## src/rtl/f2c_dma_writer_if.sv

```systemverilog
// f2c_dma_writer_if: Avalon BAS write port between the F2C DMA writer (master) and the PCIe slave.
interface f2c_dma_writer_if #(parameter int DATA_W = 512);
  logic                  waitrequest;
  logic [63:0]           address;
  logic                  write;
  logic [DATA_W-1:0]     writedata;
  logic [3:0]            burstcount;
  logic [DATA_W/8-1:0]   byteenable;
  modport master (input waitrequest, output address, write, writedata, burstcount, byteenable);
  modport slave (output waitrequest, input address, write, writedata, burstcount, byteenable);
endinterface

```

## src/rtl/f2c_dma_writer.sv

```systemverilog
// f2c_dma_writer: writes packet flits as ring-bounded BAS bursts plus RX/TX-completion descriptors.
// Optional statistics counters are enabled by defining F2C_STATS_EN.
module f2c_dma_writer #(
  parameter int DATA_W = 512,
  parameter int RB_AWIDTH = 16,
  parameter int MAX_BURST = 8,
  parameter int QID_W = 16,
  parameter int TXC_MAX_CONSEC = 4
) (
  input  logic                 clk,
  input  logic                 rst_n,
  input  logic [DATA_W-1:0]    pkt_data,
  input  logic                 pkt_valid,
  output logic                 pkt_ready,
  input  logic                 meta_valid,
  output logic                 meta_ready,
  input  logic [63:0]          meta_pkt_base,
  input  logic [RB_AWIDTH-1:0] meta_pkt_tail,
  input  logic [63:0]          meta_dsc_base,
  input  logic [RB_AWIDTH-1:0] meta_dsc_tail,
  input  logic [QID_W-1:0]     meta_qid,
  input  logic [15:0]          meta_size,
  input  logic                 meta_drop,
  input  logic                 meta_needs_dsc,
  input  logic                 meta_dsc_only,
  input  logic                 txc_valid,
  output logic                 txc_ready,
  input  logic [63:0]          txc_dsc_addr,
  input  logic [63:0]          txc_xfer_addr,
  input  logic [31:0]          txc_length,
  input  logic [RB_AWIDTH:0]   pkt_rb_size,
  f2c_dma_writer_if.master     bas,
  output logic [31:0]          wait_cycles
`ifdef F2C_STATS_EN
  ,
  output logic [31:0]          stat_pkts,
  output logic [31:0]          stat_bursts,
  output logic [31:0]          stat_dscs,
  output logic [31:0]          stat_drops
`endif
);
  localparam int BSH = $clog2(DATA_W / 8);
  typedef enum logic [1:0] {IDLE, BURST, DESC} state_t;
  state_t st, st_n;
  logic [RB_AWIDTH-1:0] tail_r, dsc_tail_r, tail_c, tail_n;
  logic [15:0] rem_r, rem_c, rem_n;
  logic [3:0] left_r, blen_r, left_c, left_n, len, cur_len;
  logic [63:0] base_r, dsc_base_r, base_c;
  logic [QID_W-1:0] qid_r;
  logic needs_r, sup_r, sup_c, needs_c, meta_sup;
  logic [7:0] txc_cnt;
  logic go, txc_go, start, meta_dsc, beat, dsc_go, new_burst;
  logic [31:0] room, lenw;
  logic [DATA_W-1:0] txc_d, dsc_d;
  always_comb begin
    go = !bas.waitrequest;
    meta_sup = meta_drop || meta_pkt_base == 64'd0 || meta_dsc_base == 64'd0;
    txc_go = st == IDLE && go && txc_valid && !(meta_valid && txc_cnt >= 8'(TXC_MAX_CONSEC));
    start = st == IDLE && go && !txc_go && meta_valid && !meta_dsc_only && pkt_valid;
    meta_dsc = go && meta_valid && meta_dsc_only && ((st == IDLE && !txc_go) || st == DESC);
    beat = start || (st == BURST && go && pkt_valid);
    dsc_go = st == DESC && go;
    tail_c = start ? meta_pkt_tail : tail_r;
    rem_c = start ? meta_size : rem_r;
    left_c = start ? 4'd0 : left_r;
    base_c = start ? meta_pkt_base : base_r;
    sup_c = start ? meta_sup : sup_r;
    needs_c = start ? meta_needs_dsc : needs_r;
    room = 32'(pkt_rb_size) - 32'(tail_c);
    lenw = 32'(MAX_BURST) < 32'(rem_c) ? 32'(MAX_BURST) : 32'(rem_c);
    lenw = room < lenw ? room : lenw;
    len = lenw[3:0];
    new_burst = left_c == 4'd0;
    cur_len = new_burst ? len : blen_r;
    left_n = (new_burst ? len : left_c) - 4'd1;
    tail_n = (tail_c + 1'b1) & RB_AWIDTH'(pkt_rb_size - 1'b1);
    rem_n = rem_c - 16'd1;
    st_n = meta_dsc ? DESC : beat ? (rem_n == 16'd0 ? (needs_c ? DESC : IDLE) : BURST) : dsc_go ? IDLE : st;
    txc_d = '0;
    txc_d[63:0] = {txc_xfer_addr[63:1], 1'b0};
    txc_d[95:64] = txc_length;
    dsc_d = '0;
    dsc_d[0] = 1'b1;
    dsc_d[32 +: RB_AWIDTH] = tail_r;
    dsc_d[64 +: QID_W] = qid_r;
  end
  assign pkt_ready = rst_n && beat;
  assign meta_ready = rst_n && (start || meta_dsc);
  assign txc_ready = rst_n && txc_go;
  assign bas.byteenable = '1;
  always_ff @(posedge clk or negedge rst_n)
    if (!rst_n) st <= IDLE;
    else st <= st_n;
  always_ff @(posedge clk or negedge rst_n)
    if (!rst_n) begin
      bas.write <= 1'b0;
      bas.address <= '0;
      bas.writedata <= '0;
      bas.burstcount <= '0;
      wait_cycles <= '0;
      tail_r <= '0;
      rem_r <= '0;
      left_r <= '0;
      blen_r <= '0;
      base_r <= '0;
      dsc_base_r <= '0;
      dsc_tail_r <= '0;
      qid_r <= '0;
      needs_r <= 1'b0;
      sup_r <= 1'b0;
      txc_cnt <= '0;
    end else begin
      wait_cycles <= wait_cycles + 32'(bas.waitrequest && wait_cycles != '1);
      if (go) begin
        bas.write <= 1'b0;
        if (txc_go) begin
          bas.write <= 1'b1;
          bas.address <= txc_dsc_addr;
          bas.writedata <= txc_d;
          bas.burstcount <= 4'd1;
        end else if (beat) begin
          bas.write <= !sup_c;
          bas.writedata <= pkt_data;
          bas.burstcount <= cur_len;
          if (new_burst) bas.address <= base_c + (64'(tail_c) << BSH);
        end else if (dsc_go) begin
          bas.write <= !sup_r;
          bas.address <= dsc_base_r + (64'(dsc_tail_r) << BSH);
          bas.writedata <= dsc_d;
          bas.burstcount <= 4'd1;
        end
      end
      if (txc_go) txc_cnt <= txc_cnt + 8'(txc_cnt < 8'(TXC_MAX_CONSEC));
      if (meta_ready) begin
        txc_cnt <= '0;
        base_r <= meta_pkt_base;
        dsc_base_r <= meta_dsc_base;
        dsc_tail_r <= meta_dsc_tail;
        qid_r <= meta_qid;
        needs_r <= meta_needs_dsc;
        sup_r <= meta_sup;
        tail_r <= meta_pkt_tail;
      end
      if (beat) begin
        tail_r <= tail_n;
        rem_r <= rem_n;
        left_r <= left_n;
        if (new_burst) blen_r <= len;
      end
    end
`ifdef F2C_STATS_EN
  always_ff @(posedge clk or negedge rst_n)
    if (!rst_n) begin
      stat_pkts <= '0;
      stat_bursts <= '0;
      stat_dscs <= '0;
      stat_drops <= '0;
    end else begin
      stat_pkts <= stat_pkts + 32'(beat && rem_n == 16'd0 && !sup_c);
      stat_bursts <= stat_bursts + 32'(beat && new_burst && !sup_c);
      stat_dscs <= stat_dscs + 32'(dsc_go && !sup_r);
      stat_drops <= stat_drops + 32'(meta_ready && meta_sup);
    end
`endif
endmodule

```

## src/flat_wrapper.sv

```systemverilog
// flat-port wrapper written by rule: the top's interface ports become plain ports
module f2c_dma_writer_flat 
#(
  parameter int DATA_W = 512,
  parameter int RB_AWIDTH = 16,
  parameter int MAX_BURST = 8,
  parameter int QID_W = 16,
  parameter int TXC_MAX_CONSEC = 4
)
  (clk, rst_n, pkt_data, pkt_valid, pkt_ready, meta_valid, meta_ready, meta_pkt_base, meta_pkt_tail, meta_dsc_base, meta_dsc_tail, meta_qid, meta_size, meta_drop, meta_needs_dsc, meta_dsc_only, txc_valid, txc_ready, txc_dsc_addr, txc_xfer_addr, txc_length, pkt_rb_size, wait_cycles, bas_waitrequest, bas_address, bas_write, bas_writedata, bas_burstcount, bas_byteenable);
  f2c_dma_writer_if #(.DATA_W(DATA_W)) bas_i ();
  input  logic clk;
  input  logic rst_n;
  input  logic [DATA_W-1:0] pkt_data;
  input  logic pkt_valid;
  output logic pkt_ready;
  input  logic meta_valid;
  output logic meta_ready;
  input  logic [63:0] meta_pkt_base;
  input  logic [RB_AWIDTH-1:0] meta_pkt_tail;
  input  logic [63:0] meta_dsc_base;
  input  logic [RB_AWIDTH-1:0] meta_dsc_tail;
  input  logic [QID_W-1:0] meta_qid;
  input  logic [15:0] meta_size;
  input  logic meta_drop;
  input  logic meta_needs_dsc;
  input  logic meta_dsc_only;
  input  logic txc_valid;
  output logic txc_ready;
  input  logic [63:0] txc_dsc_addr;
  input  logic [63:0] txc_xfer_addr;
  input  logic [31:0] txc_length;
  input  logic [RB_AWIDTH:0] pkt_rb_size;
  output logic [31:0] wait_cycles;
  input wire logic [$bits(bas_i.waitrequest)-1:0] bas_waitrequest;
  output wire logic [$bits(bas_i.address)-1:0] bas_address;
  output wire logic [$bits(bas_i.write)-1:0] bas_write;
  output wire logic [$bits(bas_i.writedata)-1:0] bas_writedata;
  output wire logic [$bits(bas_i.burstcount)-1:0] bas_burstcount;
  output wire logic [$bits(bas_i.byteenable)-1:0] bas_byteenable;
  assign bas_i.waitrequest = bas_waitrequest;
  assign bas_address = bas_i.address;
  assign bas_write = bas_i.write;
  assign bas_writedata = bas_i.writedata;
  assign bas_burstcount = bas_i.burstcount;
  assign bas_byteenable = bas_i.byteenable;
  f2c_dma_writer #(.DATA_W(DATA_W), .RB_AWIDTH(RB_AWIDTH), .MAX_BURST(MAX_BURST), .QID_W(QID_W), .TXC_MAX_CONSEC(TXC_MAX_CONSEC)) u_core (.clk(clk), .rst_n(rst_n), .pkt_data(pkt_data), .pkt_valid(pkt_valid), .pkt_ready(pkt_ready), .meta_valid(meta_valid), .meta_ready(meta_ready), .meta_pkt_base(meta_pkt_base), .meta_pkt_tail(meta_pkt_tail), .meta_dsc_base(meta_dsc_base), .meta_dsc_tail(meta_dsc_tail), .meta_qid(meta_qid), .meta_size(meta_size), .meta_drop(meta_drop), .meta_needs_dsc(meta_needs_dsc), .meta_dsc_only(meta_dsc_only), .txc_valid(txc_valid), .txc_ready(txc_ready), .txc_dsc_addr(txc_dsc_addr), .txc_xfer_addr(txc_xfer_addr), .txc_length(txc_length), .pkt_rb_size(pkt_rb_size), .bas(bas_i), .wait_cycles(wait_cycles));
endmodule
```

## config.mk

```make
export PLATFORM = sky130hd
export DESIGN_NAME = f2c_dma_writer_flat
export DESIGN_NICKNAME = d
export VERILOG_FILES = /design/src/rtl/f2c_dma_writer_if.sv /design/src/rtl/f2c_dma_writer.sv /design/src/flat_wrapper.sv
export SDC_FILE = /design/constraint.sdc
export NUM_CORES = 2
export LEC_CHECK = 0
export CAP_MARGIN = 20
export CORE_AREA = 5 5 611 613
export CTS_CLUSTER_SIZE = 30
export DETAILED_ROUTE_END_ITERATION = 6
export DIE_AREA = 0 0 616 618
export PLACE_DENSITY = 0.36
export SLEW_MARGIN = 20
export SYNTH_ARGS = -nofsm -noshare
export SYNTH_HDL_FRONTEND = slang
export SYNTH_SLANG_ARGS = --single-unit
export TNS_END_PERCENT = 50
```

## constraint.sdc

```tcl
create_clock -name clk -period 23.1 [get_ports clk]
set_input_delay 5.775 -clock clk [delete_from_list [all_inputs] [get_ports clk]]
set_output_delay 5.775 -clock clk [all_outputs]
set_load 0.05 [all_outputs]
```

==> impl_metrics.yaml <==
status:
  outcome: "complete, no violations"
synth:
  ys_types: 91
  synth_edf_count: 0
  synthArstFlopShare_pct: 100.0
  synth_area_um2: 40030
  synth_seq_cells: 825
  yosysWarnings: 0
  seq_area_frac_synth_pct: 51.57
  synthesis.instances: 4042
  avgSynthCellArea_um2: 9.904
  synthFlopType: "dfrtp_1"
route:
  ant_nets: 0
  vias: 40879
  drcViolationCount: 0
  first_iter_violations: 3865
  drt_wl_total_mm: 348.1
  dr.pass1.iters: 6
  post_drt_wl_per_cell_um: 33.25
  viasPerCell: 3.904
pwr:
  total_power_w: 0.01036
  cellPowerDensity_nw_per_um2: 160.3
  vdd_ir_drop_max_uv: 71.90
  leakagePower_nw: 26.94
die:
  core_um2: 367500
  die_w_um: 616
  initial_core_util_pct: 10.89
  ios: 1570
  die_y_um: 618
  dieArea_um2: 380700
  rows: 223
cts:
  cts_buffers: 122
  clock_sinks: 825
  cts_resized: 0
  cts_htree_levels: 3
  clkLatencyLatePin_ps: 910
  cts_buffer_depth: 4
  postCtsSetupRepairBufs: 0
  cts-root-buf: "clkbuf_16"
  cts_tree: "yes"
  cts-hold-fix-buffers: 0
  cts.clk_slew.worst_paths_ps: 50
hold_path:
  whs_endpoint: "u_core.base_r[9]$_DFFE_PN0P_"
  whs_path_depth: 2
  hold_class: "register to register"
  hold_path_startpoint: "u_core.base_r[9]$_DFFE_PN0P_"
sta:
  finalHoldViolCount: 0
  rsz0062_at_grt: "false"
  fin_crit_sh_pct: 67.19
  tightest_slew_ps: 1177
  fin_crit_ps: 15520
  max_freq_ghz: 0.06443
  maxSlewHeadroom_pct: 21.52
  skew_ps: 125.1
  setup_viol: 0
  fin_setup_tns_ps: 0
  layout_setup_ws_ps: 7580
  drv_slew: 0
finish:
  final_common_cell: "clkdlybuf4s50_1"
  layout-drive-gt1-share_pct: 5.726
  syn_to_final_growth_pct: 61.43
  fin_nets: 6443
  fillCellCount: 40790
  layout_common_cells: "1489 x clkdlybuf4s50_1, 825 x dfrtp_1, 816 x nand2_1"
setup_path:
  crit_arrival_ps: 9740
  ff2ff_path_depth: 29
  critical-path-slowest-cell: "clkdlybuf4s50_1"
  cp_slowest_stage_delay_ps: 800
  critPathMostFrequentCell: "buf_4"
  crit_path_start_kind: "primary input"
  r2r_start: "u_core.txc_cnt[6]$_DFFE_PN0P_"
  worstPathMaxFanout: 36
  crit_chain: "clkdlybuf4s50_1 -> buf_4 -> nor4bb_1 -> and2_1 -> buf_4 -> nand2_4 -> nand2_4 -> buf_4 -> and2_1 -> clkdlybuf4s50_1"
  r2r_end: "u_core.left_r[2]$_DFFE_PN0N_"
  path_class: "primary input to output port"
  rrSetupSlack_ps: 15350
  end_kind: "output port"
  critPathRequiredTime_ps: 17330
placed_design:
  globalplace.congestion: 0.9330
  hpwl_mm: 289.0
  pre_cts_ws_ps: 7496
  numPortBuffers: 1504
global_route:
  grt_max_degree: 172
  track_usage_pct: 17.42
  grt_overflow: 0
  grt_pass1_vias: 40158
  antenna_found_initial: 309
  grt_pass1_wl_mm: 440.9
flow_run:
  cap_violations: 0
sequential cells by signal, indices dropped and copies added, names as in the netlist, 8 cells and up:
name                  flops
u_core.bas.address       64
u_core.bas.writedata    512
u_core.base_r            64
u_core.dsc_base_r        64
u_core.dsc_tail_r        16
u_core.qid_r             16
u_core.rem_r             16
u_core.tail_r            16
u_core.txc_cnt            8
u_core.wait_cycles       32
cells in the mapped netlist (5+ instances only):
cell,count,area (um2)
nor2b_1,12,75.07
a31oi_1,20,125.1
and4_1,6,52.55
buf_2,7,35.03
nand4_1,43,269.0
clkbuf_1,230,863.3
nand2_1,817,3067
or3_1,17,106.4
a221oi_1,10,87.58
buf_4,65,488.0
a222oi_1,78,780.8
xnor2_1,126,1104
buf_1,22,82.58
a31o_2,6,52.55
nor2_1,155,581.8
mux2_2,6,67.56
a22o_1,423,3705
nand3_1,73,365.4
or2_2,9,56.30
a41o_1,5,50.05
a211oi_1,19,142.6
o211ai_1,9,67.56
mux2i_1,50,500.5
a21oi_1,183,915.9
nor4_1,50,312.8
o31ai_1,5,37.54
o2111ai_1,5,43.79
nand3b_1,6,45.04
dfrtp_1,825,20640
nor3_1,55,275.3
a21o_1,33,247.7
and3_1,43,269.0
inv_1,110,412.9
o221ai_1,11,96.34
o22ai_1,24,150.1
xor2_1,96,840.8
and2_1,15,93.84
nand2b_1,13,81.33
o21ai_0,167,835.8
ha_1,68,850.8
a22oi_1,26,195.2
power breakdown:
part / switching (W) / leakage, nW / internal (W)
registers: 0.000546 / 10.5 / 0.00210
logic: 0.00400 / 14.5 / 0.00179
clock network: 0.000820 / 1.95 / 0.00110
stage by stage:
stage,utilization (%),hold slack [ps],instances,cell area [um2]
floorplan,-,439.3,4117,40310
global placement,16.46,462.7,10195,60490
detailed placement,16.46,462.8,10195,60490
CTS,17.53,477.0,10407,64430
global route,17.55,492.2,10420,64500
finish,17.59,473.6,10471,64620
cell type report:
cell class              count  area (um2)  share of cell area (%)
well taps                4837        6052                   9.365
repair buffers           1570       15570                   24.09
clock buffers             175        3542                   5.481
flip-flops and latches    825       20640                   31.95
diodes                     63       157.7                  0.2440
clock inverters            37       405.4                  0.6273
inverters                 110       417.9                  0.6467
multi-input cells        2854       17830                   27.60
critical path, delay by kind of cell:
kind                   cells  cell delay [ps]
buffers and inverters      5             2340
AND/OR/NAND/NOR            5             1570
layer usage:
layer,track usage (%),up-vias,wire (um)
met2,27.93,1995,158500
met5,0,-,1625
met3,9.268,716,42550
met4,5.022,254,12230
met1,20.09,20458,133300
li1,-,17456,-
worst max path at each step:
stage	start	end	slack, ps	cells after the start
floorplan	meta_dsc_only	meta_ready	8380	11
global placement	bas_waitrequest	pkt_ready	7440	10
detailed placement	bas_waitrequest	pkt_ready	7500	10
CTS	bas_waitrequest	pkt_ready	7490	10
global route	bas_waitrequest	pkt_ready	7350	10
finish	bas_waitrequest	pkt_ready	7580	10
kinds of logic (layout without fill, tap and decap cells):
| logic type | Yosys count | in the layout | share of synthesized area (%) |
|---|---|---|---|
| xor gates and xnor gates | 222 | 222 | 4.857 |
| other | 1 | 139 | 0.009367 |
| and+or+nand+nor | 1341 | 1341 | 14.76 |
| buffers and inverters | 438 | 1892 | 4.813 |
| adders and majority gates | 73 | 73 | 2.303 |
| DFF | 825 | 825 | 51.57 |
| AOI/OAI and AO/OA | 1086 | 1086 | 20.26 |
| muxes | 56 | 56 | 1.419 |
(Power assumes the default switching activity.)
